==> src/rtl/vend_pkg.sv <==
// rtl/vend_pkg.sv - shared types, LED patterns and saturating add for the vending controller
// Purpose : state encoding, green-LED patterns per state and a width-generic
//           saturating adder used for coin credit accumulation.
// Ports   : none (package).
package vend_pkg;

   typedef enum logic [2:0] {
      ST_IDLE,
      ST_SELECT,
      ST_PAYMENT,
      ST_DISPENSE,
      ST_COMPLETE,
      ST_REFUND
   } state_t;

   localparam logic [2:0] LED_OFF      = 3'b000;
   localparam logic [2:0] LED_SELECT   = 3'b111;
   localparam logic [2:0] LED_PAYMENT  = 3'b011;
   localparam logic [2:0] LED_DISPENSE = 3'b001;

   // a + b clamped to 2^w - 1; operands are zero-extended values of width w (w <= 31)
   function automatic logic [31:0] sat_add(input logic [31:0] a, input logic [31:0] b, input int w);
      logic [32:0] sum;
      logic [32:0] lim;
      sum = {1'b0, a} + {1'b0, b};
      lim = (33'd1 << w) - 33'd1;
      return (sum > lim) ? lim[31:0] : sum[31:0];
   endfunction

endpackage

==> src/rtl/vending_controller_if.sv <==
// rtl/vending_controller_if.sv - front-end/driver bundle of the vending controller
// Purpose : groups keypad, coin, IR, restock inputs and LED/motor/buzzer/display/change
//           outputs. master = front-end side, slave = controller side.
// Signals : start, sel_valid, sel_idx, coin_valid, coin_value, cancel, price_tbl,
//           item_detected, restock_valid, restock_qty (to controller);
//           disp_value, red_led, green_leds, motor_en, buzzer, change_valid,
//           change_amt, fault (from controller).
interface vending_controller_if #(
   parameter int NUM_ITEMS = 4,
   parameter int PRICE_W   = 8,
   parameter int STOCK_W   = 4
);
   localparam int IDX_W = $clog2(NUM_ITEMS);

   logic                         start;
   logic                         sel_valid;
   logic [IDX_W-1:0]             sel_idx;
   logic                         coin_valid;
   logic [PRICE_W-1:0]           coin_value;
   logic                         cancel;
   logic [NUM_ITEMS*PRICE_W-1:0] price_tbl;
   logic                         item_detected;
   logic                         restock_valid;
   logic [STOCK_W-1:0]           restock_qty;
   logic [PRICE_W-1:0]           disp_value;
   logic                         red_led;
   logic [2:0]                   green_leds;
   logic                         motor_en;
   logic                         buzzer;
   logic                         change_valid;
   logic [PRICE_W-1:0]           change_amt;
   logic                         fault;

   modport master (
      output start, sel_valid, sel_idx, coin_valid, coin_value, cancel, price_tbl,
             item_detected, restock_valid, restock_qty,
      input  disp_value, red_led, green_leds, motor_en, buzzer, change_valid, change_amt, fault
   );

   modport slave (
      input  start, sel_valid, sel_idx, coin_valid, coin_value, cancel, price_tbl,
             item_detected, restock_valid, restock_qty,
      output disp_value, red_led, green_leds, motor_en, buzzer, change_valid, change_amt, fault
   );

endinterface

==> src/rtl/vend_timer.sv <==
// rtl/vend_timer.sv - loadable down-counter with clear and single-cycle expiry pulse
// Purpose : load arms the counter with load_val; it counts down to 0, pulses
//           expired for one cycle at 0 and then stops until reloaded.
// Ports   : clk, reset (async, active-high), load, load_val, clear, expired.
module vend_timer #(
   parameter int W = 8
) (
   input  logic         clk,
   input  logic         reset,
   input  logic         load,
   input  logic [W-1:0] load_val,
   input  logic         clear,
   output logic         expired
);

   logic [W-1:0] count_q, count_d;
   logic         run_q, run_d;

   always_comb begin
      count_d = count_q;
      run_d   = run_q;
      if (clear) begin
         run_d = 1'b0;
      end else if (load) begin
         count_d = load_val;
         run_d   = 1'b1;
      end else if (run_q) begin
         if (count_q == '0) run_d = 1'b0;
         else               count_d = count_q - 1'b1;
      end
   end

   always_ff @(posedge clk or posedge reset) begin
      if (reset) begin
         count_q <= '0;
         run_q   <= 1'b0;
      end else begin
         count_q <= count_d;
         run_q   <= run_d;
      end
   end

   assign expired = run_q && (count_q == '0);

endmodule

==> src/rtl/vending_controller.sv <==
// rtl/vending_controller.sv - multi-item vending FSM with credit, change, refund and timeouts
// Purpose : IDLE/SELECT/PAYMENT/DISPENSE/COMPLETE/REFUND sequencing; one shared timer
//           covers selection/payment, motor and buzzer timing. All outputs registered.
// Ports   : clk, reset (async, active-high), bus (vending_controller_if.slave).
// Config  : VEND_STOCK_TRACK_EN enables per-item stock counters.
module vending_controller
   import vend_pkg::*;
#(
   parameter int NUM_ITEMS    = 4,
   parameter int PRICE_W      = 8,
   parameter int STOCK_W      = 4,
   parameter int SEL_TO_CYC   = 5000000,
   parameter int MOTOR_TO_CYC = 2000000,
   parameter int BUZZ_CYC     = 500000
) (
   input logic                 clk,
   input logic                 reset,
   vending_controller_if.slave bus
);

   localparam int IDX_W    = $clog2(NUM_ITEMS);
   localparam int IDX_SPAN = 1 << IDX_W;
   localparam int TMR_MAX  = (SEL_TO_CYC > MOTOR_TO_CYC) ?
                             ((SEL_TO_CYC > BUZZ_CYC) ? SEL_TO_CYC : BUZZ_CYC) :
                             ((MOTOR_TO_CYC > BUZZ_CYC) ? MOTOR_TO_CYC : BUZZ_CYC);
   localparam int TMR_W    = $clog2(TMR_MAX + 1);

   state_t             state_q, state_d;
   logic [PRICE_W-1:0] credit_q, credit_d, price_q, price_d, pend_amt_q, pend_amt_d;
   logic [IDX_W-1:0]   idx_q, idx_d;
   logic               fault_q, fault_d, pend_valid_q, pend_valid_d;
   logic [PRICE_W-1:0] disp_value_q, disp_value_d, change_amt_q, change_amt_d;
   logic               red_led_q, red_led_d, motor_en_q, motor_en_d, buzzer_q, buzzer_d;
   logic               change_valid_q, change_valid_d;
   logic [2:0]         green_leds_q, green_leds_d;

   logic [IDX_SPAN-1:0] in_range, avail;
   logic [PRICE_W-1:0]  sel_price, own_amt;
   logic                own_strobe, dec_stock, stray_coin, any_input, timed_out;
   logic                tmr_load, tmr_clear, tmr_expired;
   logic [TMR_W-1:0]    tmr_val;

   vend_timer #(.W(TMR_W)) u_timer (
      .clk      (clk),
      .reset    (reset),
      .load     (tmr_load),
      .load_val (tmr_val),
      .clear    (tmr_clear),
      .expired  (tmr_expired)
   );

   always_comb begin
      in_range  = '0;
      sel_price = '0;
      for (int i = 0; i < IDX_SPAN; i++) in_range[i] = (i < NUM_ITEMS);
      for (int i = 0; i < NUM_ITEMS; i++)
         if (bus.sel_idx == IDX_W'(i)) sel_price = bus.price_tbl[i*PRICE_W +: PRICE_W];
   end

`ifdef VEND_STOCK_TRACK_EN
   logic [STOCK_W-1:0] stock_q [IDX_SPAN];
   logic [STOCK_W-1:0] stock_d [IDX_SPAN];

   always_comb begin
      avail = '0;
      for (int i = 0; i < IDX_SPAN; i++) avail[i] = in_range[i] && (stock_q[i] != '0);
   end

   always_comb begin
      for (int i = 0; i < IDX_SPAN; i++) stock_d[i] = stock_q[i];
      if (state_q == ST_IDLE && bus.restock_valid) stock_d[bus.sel_idx] = bus.restock_qty;
      if (dec_stock && stock_q[idx_q] != '0) stock_d[idx_q] = stock_q[idx_q] - 1'b1;
   end

   always_ff @(posedge clk or posedge reset) begin
      if (reset) begin
         for (int i = 0; i < IDX_SPAN; i++) stock_q[i] <= '0;
      end else begin
         for (int i = 0; i < IDX_SPAN; i++) stock_q[i] <= stock_d[i];
      end
   end
`else
   logic               unused_stock;
   logic [STOCK_W-1:0] unused_qty;
   assign avail        = in_range;
   assign unused_qty   = bus.restock_qty;
   assign unused_stock = ^{dec_stock, idx_q, bus.restock_valid, unused_qty};
`endif

   always_comb begin
      state_d    = state_q;
      credit_d   = credit_q;
      price_d    = price_q;
      idx_d      = idx_q;
      fault_d    = fault_q;
      own_strobe = 1'b0;
      own_amt    = '0;
      dec_stock  = 1'b0;
      // any keypad/coin activity restarts the inactivity window, so it also masks expiry
      any_input  = bus.sel_valid || bus.coin_valid;
      timed_out  = tmr_expired && !any_input;
      if (bus.start) fault_d = 1'b0;

      case (state_q)
         ST_IDLE: begin
            if (bus.start) begin
               state_d  = ST_SELECT;
               credit_d = '0;
               price_d  = '0;
            end
         end
         ST_SELECT: begin
            if (bus.cancel) begin
               state_d = ST_IDLE;
            end else if (bus.sel_valid && avail[bus.sel_idx]) begin
               state_d = ST_PAYMENT;
               idx_d   = bus.sel_idx;
               price_d = sel_price;
            end else if (timed_out) begin
               state_d = ST_IDLE;
            end
         end
         ST_PAYMENT: begin
            if (bus.coin_valid)
               credit_d = PRICE_W'(sat_add(32'(credit_q), 32'(bus.coin_value), PRICE_W));
            // cancel refunds whatever is held, including a coin arriving in the same cycle
            if (bus.cancel || timed_out) begin
               state_d    = ST_REFUND;
               own_strobe = 1'b1;
               own_amt    = credit_d;
            end else if (credit_d >= price_q) begin
               state_d = ST_DISPENSE;
            end
         end
         ST_DISPENSE: begin
            if (bus.item_detected) begin
               state_d    = ST_COMPLETE;
               own_strobe = (credit_q != price_q);
               own_amt    = credit_q - price_q;
               dec_stock  = 1'b1;
            end else if (tmr_expired) begin
               state_d    = ST_REFUND;
               fault_d    = 1'b1;
               own_strobe = 1'b1;
               own_amt    = credit_q;
            end
         end
         ST_COMPLETE: begin
            if (tmr_expired) begin
               state_d  = ST_IDLE;
               credit_d = '0;
            end
         end
         ST_REFUND: begin
            state_d  = ST_IDLE;
            credit_d = '0;
         end
         default: state_d = ST_IDLE;
      endcase

      tmr_load  = 1'b0;
      tmr_clear = 1'b0;
      tmr_val   = '0;
      if (state_d != state_q) begin
         case (state_d)
            ST_SELECT, ST_PAYMENT: begin tmr_load = 1'b1; tmr_val = TMR_W'(SEL_TO_CYC - 1);   end
            ST_DISPENSE:           begin tmr_load = 1'b1; tmr_val = TMR_W'(MOTOR_TO_CYC - 1); end
            ST_COMPLETE:           begin tmr_load = 1'b1; tmr_val = TMR_W'(BUZZ_CYC - 1);     end
            default:               tmr_clear = 1'b1;
         endcase
      end else if ((state_q == ST_SELECT || state_q == ST_PAYMENT) && any_input) begin
         tmr_load = 1'b1;
         tmr_val  = TMR_W'(SEL_TO_CYC - 1);
      end
   end

   // change output: own change/refund wins; a stray coin colliding with it waits one cycle
   always_comb begin
      stray_coin     = bus.coin_valid && (state_q != ST_PAYMENT);
      change_valid_d = 1'b0;
      change_amt_d   = '0;
      pend_valid_d   = pend_valid_q;
      pend_amt_d     = pend_amt_q;
      if (own_strobe) begin
         change_valid_d = 1'b1;
         change_amt_d   = own_amt;
         if (stray_coin) begin
            pend_valid_d = 1'b1;
            pend_amt_d   = bus.coin_value;
         end
      end else if (pend_valid_q) begin
         change_valid_d = 1'b1;
         change_amt_d   = pend_amt_q;
         pend_valid_d   = stray_coin;
         pend_amt_d     = bus.coin_value;
      end else if (stray_coin) begin
         change_valid_d = 1'b1;
         change_amt_d   = bus.coin_value;
      end
   end

   always_comb begin
      red_led_d    = (state_d == ST_IDLE);
      motor_en_d   = (state_d == ST_DISPENSE);
      buzzer_d     = (state_d == ST_COMPLETE);
      green_leds_d = LED_OFF;
      disp_value_d = '0;
      case (state_d)
         ST_SELECT:   begin green_leds_d = LED_SELECT;  disp_value_d = price_d;            end
         ST_PAYMENT:  begin green_leds_d = LED_PAYMENT; disp_value_d = price_d - credit_d; end
         ST_DISPENSE: green_leds_d = LED_DISPENSE;
         default:     green_leds_d = LED_OFF;
      endcase
   end

   always_ff @(posedge clk or posedge reset) begin
      if (reset) begin
         state_q        <= ST_IDLE;
         credit_q       <= '0;
         price_q        <= '0;
         idx_q          <= '0;
         fault_q        <= 1'b0;
         pend_valid_q   <= 1'b0;
         pend_amt_q     <= '0;
         red_led_q      <= 1'b1;
         green_leds_q   <= LED_OFF;
         motor_en_q     <= 1'b0;
         buzzer_q       <= 1'b0;
         disp_value_q   <= '0;
         change_valid_q <= 1'b0;
         change_amt_q   <= '0;
      end else begin
         state_q        <= state_d;
         credit_q       <= credit_d;
         price_q        <= price_d;
         idx_q          <= idx_d;
         fault_q        <= fault_d;
         pend_valid_q   <= pend_valid_d;
         pend_amt_q     <= pend_amt_d;
         red_led_q      <= red_led_d;
         green_leds_q   <= green_leds_d;
         motor_en_q     <= motor_en_d;
         buzzer_q       <= buzzer_d;
         disp_value_q   <= disp_value_d;
         change_valid_q <= change_valid_d;
         change_amt_q   <= change_amt_d;
      end
   end

   assign bus.red_led      = red_led_q;
   assign bus.green_leds   = green_leds_q;
   assign bus.motor_en     = motor_en_q;
   assign bus.buzzer       = buzzer_q;
   assign bus.disp_value   = disp_value_q;
   assign bus.change_valid = change_valid_q;
   assign bus.change_amt   = change_amt_q;
   assign bus.fault        = fault_q;

endmodule

==> src/flat_wrapper.sv <==
// flat-port wrapper written by rule: the top's interface ports become plain ports
module vending_controller_flat import vend_pkg::*;
#(
   parameter int NUM_ITEMS    = 4,
   parameter int PRICE_W      = 8,
   parameter int STOCK_W      = 4,
   parameter int SEL_TO_CYC   = 5000000,
   parameter int MOTOR_TO_CYC = 2000000,
   parameter int BUZZ_CYC     = 500000
)
  (clk, reset, bus_start, bus_sel_valid, bus_sel_idx, bus_coin_valid, bus_coin_value, bus_cancel, bus_price_tbl, bus_item_detected, bus_restock_valid, bus_restock_qty, bus_disp_value, bus_red_led, bus_green_leds, bus_motor_en, bus_buzzer, bus_change_valid, bus_change_amt, bus_fault);
  vending_controller_if #(.NUM_ITEMS(NUM_ITEMS), .PRICE_W(PRICE_W), .STOCK_W(STOCK_W)) bus_i ();
  input logic clk;
  input logic reset;
  input wire logic [$bits(bus_i.start)-1:0] bus_start;
  input wire logic [$bits(bus_i.sel_valid)-1:0] bus_sel_valid;
  input wire logic [$bits(bus_i.sel_idx)-1:0] bus_sel_idx;
  input wire logic [$bits(bus_i.coin_valid)-1:0] bus_coin_valid;
  input wire logic [$bits(bus_i.coin_value)-1:0] bus_coin_value;
  input wire logic [$bits(bus_i.cancel)-1:0] bus_cancel;
  input wire logic [$bits(bus_i.price_tbl)-1:0] bus_price_tbl;
  input wire logic [$bits(bus_i.item_detected)-1:0] bus_item_detected;
  input wire logic [$bits(bus_i.restock_valid)-1:0] bus_restock_valid;
  input wire logic [$bits(bus_i.restock_qty)-1:0] bus_restock_qty;
  output wire logic [$bits(bus_i.disp_value)-1:0] bus_disp_value;
  output wire logic [$bits(bus_i.red_led)-1:0] bus_red_led;
  output wire logic [$bits(bus_i.green_leds)-1:0] bus_green_leds;
  output wire logic [$bits(bus_i.motor_en)-1:0] bus_motor_en;
  output wire logic [$bits(bus_i.buzzer)-1:0] bus_buzzer;
  output wire logic [$bits(bus_i.change_valid)-1:0] bus_change_valid;
  output wire logic [$bits(bus_i.change_amt)-1:0] bus_change_amt;
  output wire logic [$bits(bus_i.fault)-1:0] bus_fault;
  assign bus_i.start = bus_start;
  assign bus_i.sel_valid = bus_sel_valid;
  assign bus_i.sel_idx = bus_sel_idx;
  assign bus_i.coin_valid = bus_coin_valid;
  assign bus_i.coin_value = bus_coin_value;
  assign bus_i.cancel = bus_cancel;
  assign bus_i.price_tbl = bus_price_tbl;
  assign bus_i.item_detected = bus_item_detected;
  assign bus_i.restock_valid = bus_restock_valid;
  assign bus_i.restock_qty = bus_restock_qty;
  assign bus_disp_value = bus_i.disp_value;
  assign bus_red_led = bus_i.red_led;
  assign bus_green_leds = bus_i.green_leds;
  assign bus_motor_en = bus_i.motor_en;
  assign bus_buzzer = bus_i.buzzer;
  assign bus_change_valid = bus_i.change_valid;
  assign bus_change_amt = bus_i.change_amt;
  assign bus_fault = bus_i.fault;
  vending_controller #(.NUM_ITEMS(NUM_ITEMS), .PRICE_W(PRICE_W), .STOCK_W(STOCK_W), .SEL_TO_CYC(SEL_TO_CYC), .MOTOR_TO_CYC(MOTOR_TO_CYC), .BUZZ_CYC(BUZZ_CYC)) u_core (.clk(clk), .reset(reset), .bus(bus_i));
endmodule
==> config.mk <==
export PLATFORM = sky130hd
export DESIGN_NAME = vending_controller_flat
export DESIGN_NICKNAME = d
export VERILOG_FILES = /design/src/rtl/vend_pkg.sv /design/src/rtl/vending_controller_if.sv /design/src/rtl/vend_timer.sv /design/src/rtl/vending_controller.sv /design/src/flat_wrapper.sv
export SDC_FILE = /design/constraint.sdc
export NUM_CORES = 1
export LEC_CHECK = 0
export CAP_MARGIN = 20
export CORE_ASPECT_RATIO = 1.1
export CORE_MARGIN = 2
export CORE_UTILIZATION = 55
export DETAILED_ROUTE_END_ITERATION = 7
export GPL_TIMING_DRIVEN = 0
export PLACE_DENSITY_LB_ADDON = 0.3
export REMOVE_ABC_BUFFERS = 1
export SLEW_MARGIN = 5
export SYNTH_ARGS = -nofsm -noshare
export SYNTH_HDL_FRONTEND = slang
export SYNTH_SLANG_ARGS = --single-unit
==> constraint.sdc <==
create_clock -name clk -period 6.9 [get_ports clk]
set_input_delay 0.69 -clock clk [delete_from_list [all_inputs] [get_ports clk]]
set_output_delay 0.69 -clock clk [all_outputs]
set_load 0.01 [all_outputs]
==> qor.yml <==
global_routing:
  grt.total_usage: 0.265
  grt_antenna_before_repair: 0
  grt_first_pass_wirelength_microns: 21800
  grt_pass1_vias: 4576
  grt_overflow_total: 0
  grt_max_degree: 51
critical_path:
  cp.arrival_ns: 6.87
  cpPeakStageDelay_ns: 0.44
  critical_path.top_delay_family: "compound AO/OA/AOI/OAI gates"
  cp_max_fo: 10
  worstSetupPathType: "input port to flip-flop"
  reg2regPathDepth: 30
  r2r_slack_ns: 0.62
  endpoint_kind: "flip-flop"
  start_kind: "input port"
  timing.rr.end: "u_core.bus.disp_value[7]"
  crit_top_cell: "a21o_1"
  r2r-start: "u_core.credit_q[0]"
  critPathRequiredTime_ns: 7.15
  crit_slowest_cell: "clkdlybuf4s50_1"
  cp_num_buf_inv: 3
power:
  peakVddDrop_mv: 0.313
  p_per_area_nw_per_um2: 494
  p_leak_nw: 2.73
clock_tree:
  max-clock-path-buffers: 2
  htree_num_levels: 3
  clk_latency_ns: 0.38
  cts_buffers: 9
  cts_tree: "built"
  clk_pin_slew_worst_paths_ns: 0.09
  cts_num_sinks: 76
  cts_root_buffer: "clkbuf_8"
sta:
  period_share: 0.959
  final_max_slew_viol_count: 0
  finalSetupViolations: 0
  worst_pin_slew_ns: 0.874
  hold_violations: 0
  holdWs_ns: 0.511
  relSlewSlack: 0.401
  timing.final.crit_period_ns: 6.62
  max_freq_ghz: 0.151
  skew_ns: 0.0112
yosys:
  seq_area_frac_synth: 0.365
  synth_xor_area_frac: 0.0353
  synth.top_cells.by_area: "dfrtp_1 (36%), ha_1 (7.4%), mux4_2 (3.5%)"
  yosys.area.top_type: "dfrtp_1"
  synth_compound_area_frac: 0.240
  synth_edf_count: 0
  synthMuxAreaShare: 0.0576
  syn_area_sq_um: 5210
  postSynthAreaPerCell_sq_um: 9.67
  synth-seq-cells: 76
  synthAdderAreaFrac: 0.0878
  synth_common_cells: "dfrtp_1 (75), inv_1 (39), nor2_1 (35)"
  yosys_warnings: 0
  async_reset_ff_frac: 1.00
  synth-simple-area-share: 0.168
  synth.lib_cells_used.distinct: 81
  synth_cells: 539
  yosysMostFrequentCell: "dfrtp_1"
  synth_top_family_by_area: "compound AO/OA/AOI/OAI gates"
  synthFlopType: "dfrtp_1"
  synth_top_area_share: 0.360
routing:
  drt_iter0_markers: 224
  ant_nets: 0
  wirelength_microns: 13500
  routed_via_density: 6.28
  drc: 0
  wl_per_cell_microns: 18.5
  first_pass_iters: 5
  vias: 4594
floorplan:
  pin_count: 78
  rows: 37
  die_y_microns: 106
  dieArea_sq_um: 10300
  initial_utilization: 0.560
  die_w_microns: 96.8
  core-area_sq_um: 9310
min_path:
  worstHoldPathCells: 1
  min_from: "u_core.u_timer.count_q[15]"
  holdPathEnd: "u_core.u_timer.count_q[15]"
  hold_class: "flip-flop to flip-flop"
cells_and_area:
  nFillCells: 743
  area_growth_pct: 21.5
  final_core_util: 0.681
  final_layout_size_suffix_gt1_frac: 0.129
  antenna_cells: 0
  regArea_sq_um: 1900
  multi_input_area_sq_um: 3130
  nNetsFinal: 697
status:
  status: "complete, no violations"
run:
  cap_violations: 0
placement:
  globalplace.congestion: 0.901
  dp_hpwl_microns: 10200
  io_buffers: 72
-- state kept, by name, summed over array words and instances, names as in the netlist --
| signal | flops |
|---|---|
| u_core.pend_valid_q | 1 |
| u_core.bus.motor_en | 1 |
| u_core.pend_amt_q | 8 |
| u_core.state_q | 3 |
| u_core.u_timer.count_q | 23 |
| u_core.credit_q | 8 |
| u_core.bus.fault | 1 |
| u_core.bus.disp_value | 8 |
| u_core.u_timer.run_q | 1 |
| u_core.bus.change_amt | 8 |
| u_core.price_q | 8 |
| u_core.bus.green_leds | 3 |
| u_core.bus.buzzer | 1 |
| u_core.bus.red_led | 1 |
| u_core.bus.change_valid | 1 |
-- kinds of logic after synthesis --
kind of cell             count (synthesis)
flip-flops                              76
multiplexers                            19
AO/OA/AOI/OAI                          171
AND/OR/NAND/NOR                        158
adder cells (fa/ha/maj)                 35
buffers and inverters                   59
XOR/XNOR                                21
-- per-layer routing --
metal	GRT usage	vias up	routed length [microns]	part of all wire
met2	0.471	151	7110	0.53
met4	0.128	0	355	0.026
met5	0	-	0	0
met1	0.309	2259	5340	0.40
met3	0.0493	30	687	0.051
li1	-	2154	-	-
-- final cells by class --
cell class / instances / share of cell area
Inverter: 40 / 0.0241
Tap cell: 117 / 0.0231
Clock buffer: 9 / 0.0196
Clock inverter: 7 / 0.0156
Timing Repair Buffer: 78 / 0.124
Sequential cell: 76 / 0.300
Multi-Input combinational cell: 404 / 0.493
-- repair_timing --
action | CTS | global route
pin swaps | 2 | 7
hold buffers | 0 | 0
gates resized for setup | 5 | 8
setup endpoints to repair | 1 | 1
buffers inserted | 2 | 2
-- through the flow --
stage                     power [mW]  std cells  worst slack [ns]  setup TNS, ns  area (sq um)
after floorplan                 2.13        520             0.353              0          5120
after global placement          2.58        709            -0.752         -0.955          5990
after detailed placement        2.64        710            -0.887          -1.24          6020
after CTS                       3.07        728            0.0383              0          6280
after global routing            3.36        731           -0.0223        -0.0223          6330
final                           3.13        731             0.284              0          6330
-- how the worst max path moves through the flow --
stage / startpoint / to / slack (ns) / depth (start not counted)
after floorplan: bus_coin_value[0] / u_core.bus.disp_value[7] / 0.35 / 29
after global placement: bus_coin_value[0] / u_core.bus.disp_value[7] / -0.75 / 30
after detailed placement: bus_coin_value[0] / u_core.bus.disp_value[7] / -0.89 / 30
after CTS: bus_coin_value[0] / u_core.bus.disp_value[7] / 0.04 / 31
after global routing: bus_coin_value[0] / u_core.bus.disp_value[7] / -0.02 / 31
final: bus_coin_value[0] / u_core.bus.disp_value[7] / 0.28 / 31
-- power by group --
group	leakage, nW	total [mW]	internal, mW	switching (mW)
sequential	0.953	0.760	0.608	0.152
combinational	1.67	1.98	0.871	1.11
clock	0.110	0.392	0.206	0.186
total	2.73	3.13	1.68	1.45
-- layout by cell type, fill, tap and decap left out, drive strengths merged, types with 11 or more instances in the layout --
cell,Yosys,layout
dfrtp,75,75
clkdlybuf4s50,0,72
inv,40,42
nor2,36,36
o21ai,36,36
nand2,33,33
ha,31,31
a21oi,31,31
nor3,15,15
nand3,14,14
a21o,14,14
a221oi,12,12
xor2,11,11
a22o,11,11
(Power assumes the default switching activity.)
